### config.mk
export PLATFORM = sky130hd
export DESIGN_NAME = uart_hex_tx
export DESIGN_NICKNAME = d
export VERILOG_FILES = /design/src/rtl/uart_pkg.sv /design/src/rtl/uart_tx.sv /design/src/rtl/uart_hex_tx.sv
export SDC_FILE = /design/constraint.sdc
export NUM_CORES = 1
export LEC_CHECK = 0
export CAP_MARGIN = 10
export CORE_ASPECT_RATIO = 1.2
export CORE_MARGIN = 4
export CORE_UTILIZATION = 56
export DETAILED_ROUTE_END_ITERATION = 8
export PLACE_DENSITY = 0.75
export SETUP_SLACK_MARGIN = 0.05
export SYNTH_ARGS = -nofsm -noshare
export SYNTH_HDL_FRONTEND = slang
export SYNTH_SLANG_ARGS = --single-unit
### constraint.sdc
create_clock -name clk -period 2 [get_ports clk]
set_input_delay 0.4 -clock clk [delete_from_list [all_inputs] [get_ports clk]]
set_output_delay 0.4 -clock clk [all_outputs]
set_load 0.01 [all_outputs]
### src/rtl/uart_pkg.sv
// Shared UART definitions: serialiser state encoding, ASCII constants and
// the bit-period calculation used by every transmitter in this slice.
package uart_pkg;

    typedef enum logic [1:0] {
        ST_IDLE  = 2'd0,
        ST_START = 2'd1,
        ST_DATA  = 2'd2,
        ST_STOP  = 2'd3
    } tx_state_t;

    localparam logic [7:0] ASCII_CR = 8'h0D;
    localparam logic [7:0] ASCII_LF = 8'h0A;

    // Integer truncation is intended: the bit period is whole clock cycles.
    function automatic int clks_per_bit(input int clk_freq, input int baud_rate);
        return clk_freq / baud_rate;
    endfunction

    function automatic int baud_width(input int cpb);
        return (cpb > 1) ? $clog2(cpb) : 1;
    endfunction

    function automatic logic [7:0] hex_ascii(input logic [3:0] nib);
        return (nib < 4'd10) ? (8'h30 + {4'h0, nib}) : (8'h37 + {4'h0, nib});
    endfunction

endpackage

### src/rtl/uart_tx.sv
// 8N1 byte serialiser. busy drops during the last cycle of a stop bit so a
// queued byte can follow with no idle gap on the line.
module uart_tx
    import uart_pkg::*;
#(
    parameter int CLKS_PER_BIT = 1250
) (
    input  logic       clk,
    input  logic       rst,
    input  logic [7:0] tx_byte,
    input  logic       send,
    output logic       busy,
    output logic       tx
);

    localparam int BW = baud_width(CLKS_PER_BIT);
    localparam logic [BW-1:0] BAUD_LAST = BW'(CLKS_PER_BIT - 1);

    tx_state_t      r_state;
    tx_state_t      w_next_state;
    logic [BW-1:0]  r_baud;
    logic [2:0]     r_bit;
    logic [7:0]     r_shift;
    logic           r_tx;
    logic           w_tx_next;
    logic           w_bit_end;
    logic           w_accept;

    assign w_bit_end = (r_baud == BAUD_LAST);
    assign w_accept  = send && !busy;
    assign tx        = r_tx;

    always_comb begin
        w_next_state = r_state;
        busy         = 1'b1;
        w_tx_next    = r_tx;
        case (r_state)
            ST_IDLE: begin
                busy      = 1'b0;
                w_tx_next = 1'b1;
                if (send) begin
                    w_next_state = ST_START;
                    w_tx_next    = 1'b0;
                end
            end
            ST_START: begin
                if (w_bit_end) begin
                    w_next_state = ST_DATA;
                    w_tx_next    = r_shift[0];
                end
            end
            ST_DATA: begin
                if (w_bit_end) begin
                    if (r_bit == 3'd7) begin
                        w_next_state = ST_STOP;
                        w_tx_next    = 1'b1;
                    end else begin
                        w_tx_next = r_shift[1];
                    end
                end
            end
            ST_STOP: begin
                // Last stop-bit cycle: a new byte may be taken on this edge.
                if (w_bit_end) begin
                    busy         = 1'b0;
                    w_tx_next    = send ? 1'b0 : 1'b1;
                    w_next_state = send ? ST_START : ST_IDLE;
                end
            end
            default: begin
                w_next_state = ST_IDLE;
                w_tx_next    = 1'b1;
            end
        endcase
    end

    always_ff @(posedge clk or negedge rst) begin
        if (!rst) begin
            r_state <= ST_IDLE;
            r_baud  <= '0;
            r_bit   <= 3'd0;
            r_shift <= 8'h00;
            r_tx    <= 1'b1;
        end else begin
            r_state <= w_next_state;
            r_tx    <= w_tx_next;
            if (r_state == ST_IDLE || w_bit_end) begin
                r_baud <= '0;
            end else begin
                r_baud <= r_baud + BW'(1);
            end
            if (r_state == ST_DATA && w_bit_end) begin
                r_bit   <= r_bit + 3'd1;
                r_shift <= {1'b0, r_shift[7:1]};
            end
            if (w_accept) begin
                r_shift <= tx_byte;
            end
        end
    end

endmodule

### src/rtl/uart_hex_tx.sv
// Prints a byte as two uppercase ASCII hex digits (optionally followed by
// CR LF) on a UART line, feeding characters back to back into uart_tx.
module uart_hex_tx
    import uart_pkg::*;
#(
    parameter int CLK_FREQ  = 12000000,
    parameter int BAUD_RATE = 9600,
    parameter int NEWLINE   = 1
) (
    input  logic       clk,
    input  logic       rst,
    input  logic [7:0] data,
    input  logic       start,
    output logic       ready,
    output logic       done,
    output logic       uart_tx_pin
);

    localparam int         CPB     = clks_per_bit(CLK_FREQ, BAUD_RATE);
    localparam logic [2:0] N_CHARS = (NEWLINE != 0) ? 3'd4 : 3'd2;

    logic       r_active;
    logic [2:0] r_idx;
    logic [7:0] r_data;
    logic       w_busy;
    logic       w_send;
    logic [7:0] w_char;

    // done coincides with the serialiser's final stop-bit cycle, so a start
    // seen here leaves exactly one idle cycle before the next start bit.
    always_comb begin
        w_send = r_active && !w_busy && (r_idx != N_CHARS);
        done   = r_active && !w_busy && (r_idx == N_CHARS);
        ready  = !r_active || done;
        case (r_idx)
            3'd0:    w_char = hex_ascii(r_data[7:4]);
            3'd1:    w_char = hex_ascii(r_data[3:0]);
            3'd2:    w_char = ASCII_CR;
            default: w_char = ASCII_LF;
        endcase
    end

    always_ff @(posedge clk or negedge rst) begin
        if (!rst) begin
            r_active <= 1'b0;
            r_idx    <= 3'd0;
            r_data   <= 8'h00;
        end else if (start && ready) begin
            r_active <= 1'b1;
            r_idx    <= 3'd0;
            r_data   <= data;
        end else begin
            if (done) begin
                r_active <= 1'b0;
            end
            if (w_send) begin
                r_idx <= r_idx + 3'd1;
            end
        end
    end

    uart_tx #(
        .CLKS_PER_BIT(CPB)
    ) u_uart_tx (
        .clk     (clk),
        .rst     (rst),
        .tx_byte (w_char),
        .send    (w_send),
        .busy    (w_busy),
        .tx      (uart_tx_pin)
    );

endmodule

==> reports/qor.yml <==
final_layout:
  drive_above_1_share: 0.272
  nNetsFinal: 271
  diodes: 0
  seq_area_um2: 902
  n_fill_cell: 286
  mostFrequentLayoutCell: "dfrtp_1"
  layout_common_cells: "dfrtp_1, buf_4, nand2_1, nor2_1, ha_1"
  syn_to_final_growth_pct: 22.1
  multiInputGateArea_um2: 1180
setup_path:
  cp-end-kind: "output port"
  worst-endpoint-arrival_ps: 1560
  ff2ff_path_depth: 7
  timing.rr.end: "r_data[5]"
  path_class: "flop to output port"
  r2r-start: "u_uart_tx.r_baud[1]"
  ff2ff_setup_slack_ps: 120
  critPathMaxFanout: 3
  crit_required_ps: 1600
  crit_path_start_kind: "flop"
synthesis:
  synth-xor-area-share: 0.0530
  synth_top_family_by_area: "simple AND/OR/NAND/NOR gates"
  synth-edff-count: 0
  ys_seq_area_frac: 0.420
  synth_fp_nets: 230
  synth_cells: 204
  synth.distinct_cells: 49
  synth_compound_area_frac: 0.131
  ys_warn_count: 0
  synth_mux_area_frac: 0.103
  synth_area_per_cell_um2: 10.5
  yosys.area_share.simple: 0.161
  syn_area_um2: 2150
  ys.flop_type: "dfrtp_1"
  synth-seq-cells: 36
  ys_async_sr_fraction: 1.00
  synthAdderAreaFrac: 0.0874
clocking:
  cts_root_buf: "clkbuf_8"
  cts_tree: "yes"
  cts_max_level: 2
  postCtsHoldBufs: 0
  path_clk_slew_ps: 80
  cts_inserted_buffers: 5
  clk_latency_ps: 290
  clockBufferDepth: 2
  cts_sinks: 36
sta:
  max_freq_mhz: 509
  setup_ws_ps: 35.4
  clock_skew_ps: 8.26
  tightest_slew_ps: 464
  finalHoldViolations: 0
  report.final.slew_viol_count: 0
  rsz0062_at_grt: "yes"
  post-route-min-period_ps: 1960
  relSlewSlack: 0.691
  hold-worst-slack_ps: 495
  finalSetupViolations: 0
  period_share: 0.982
route:
  num_vias: 1651
  avgRoutedWirePerCell_um: 15.0
  drtIter0Drc: 119
  wl_um: 4480
  drt_first_pass_iters: 4
  viasPerCell: 5.54
  ant_nets: 0
  drc: 0
placement:
  io_buffers: 13
  gp_congestion: 0.907
  dp_hpwl_um: 3230
  dp_slack_ps: -116
grt:
  grt_usage: 0.207
  antenna_found_initial: 0
  grt_max_degree: 37
  first_global_vias: 1705
  grt-ovfl-total: 0
  grt_pass1_wl_um: 7780
  use_met3: 0.0472
  busiest_layer: "met2"
  use_met2: 0.386
  met1_usage: 0.223
min_path:
  whs_path_depth: 1
  hold_start: "u_uart_tx.r_bit[0]"
  hp-class: "flop to flop"
  hold_end: "u_uart_tx.r_bit[0]"
floorplan:
  ios: 14
  die-area_um2: 4900
  die-width_um: 64.5
  rows: 24
  floorplan.initialDensity: 0.586
  die_h_um: 75.9
  core_um2: 3660
job:
  maxCapViolCount: 0
power:
  ir_drop_mv: 0.542
  p_leak_nw: 1.23
  power.total_w: 0.00127
  powerDensity_nw_per_um2: 485
run_status:
  status: "completed"
==> cell usage after synthesis (all sizes together) (3+ instances only) <==
cell | n | area, um2
xor2 | 5 | 43.8
ha | 15 | 188
nand4 | 4 | 40.0
inv | 12 | 45.0
nor2 | 17 | 63.8
dfrtp | 35 | 876
xnor2 | 8 | 70.1
mux2i | 6 | 60.1
nand3 | 6 | 30.0
mux2 | 12 | 161
nor2b | 3 | 18.8
o22ai | 4 | 25.0
o21ai | 13 | 76.3
a21oi | 8 | 51.3
buf | 5 | 42.5
nand2 | 17 | 63.8
==> how the worst max path moves through the flow <==
| stage | startpoint | end | depth (start not counted) |
|---|---|---|---|
| 5_1_grt | u_uart_tx.r_baud[1] | ready | 6 |
| 3_5_place_dp | u_uart_tx.r_baud[1] | ready | 6 |
| 3_3_place_gp | u_uart_tx.r_baud[1] | ready | 6 |
| 2_1_floorplan | u_uart_tx.r_baud[1] | r_data[1] | 8 |
| 4_1_cts | u_uart_tx.r_baud[1] | ready | 6 |
| 6_report | u_uart_tx.r_baud[1] | ready | 6 |
==> worst max-delay path, cell delays in order (launching register included) <==
cell and delay [ps]:
dfrtp_1 390, inv_2 70, ha_4 110, and4bb_2 280
nand4_4 130, o21ai_4 180, buf_6 120
==> repair_timing <==
action / in CTS / in global routing
endpoints found under the setup margin: 3 / 18
gates resized for setup: 10 / 8
setup buffers: 0 / 2
pin swaps: 3 / 2
==> routing by layer <==
layer	vias up	part of all wire
li1	794	-
met1	791	0.37
met2	48	0.56
met5	-	0
met3	18	0.041
met4	0	0.032
==> through the flow <==
| stage | setup TNS (ps) | instance area (um2) | utilization | std cells |
|---|---|---|---|---|
| 2_1_floorplan | 0 | 2150 | - | 204 |
| 3_3_place_gp | -139 | 2490 | 0.679 | 288 |
| 3_5_place_dp | -203 | 2490 | 0.679 | 288 |
| 4_1_cts | 0 | 2580 | 0.703 | 296 |
| 5_1_grt | -83.5 | 2620 | 0.716 | 298 |
| 6_report | 0 | 2620 | 0.716 | 298 |
==> cell families (layout without fill, tap and decap cells) <==
logic type	after synthesis	count (layout)
buf+inv	19	61
simple gates	62	62
fa+ha+maj	15	15
xor+xnor	13	13
compound gates	41	41
mux	18	18
flops	36	36
==> final cells by class <==
type	count	area share
clock inverter	3	0.00716
clock buffer	5	0.0262
sequential	36	0.344
multi-input combinational	149	0.451
inverter	12	0.0172
tap	52	0.0248
timing repair buffer	41	0.130
==> power breakdown <==
group	switching, W	total (W)	internal [W]
Clock	0.000268	0.000510	0.000243
Sequential	0	0.000728	0.000728
Combinational	0.0000168	0.0000353	0.0000185
==> state kept, by name, summed over array words and instances (netlist names) <==
signal,count
u_uart_tx.r_state,2
r_data,8
u_uart_tx.r_bit,3
u_uart_tx.r_baud,11
r_active,1
r_idx,3
u_uart_tx.r_shift,7
u_uart_tx.tx,1
Note: power is estimated with default switching activity, not from simulation.
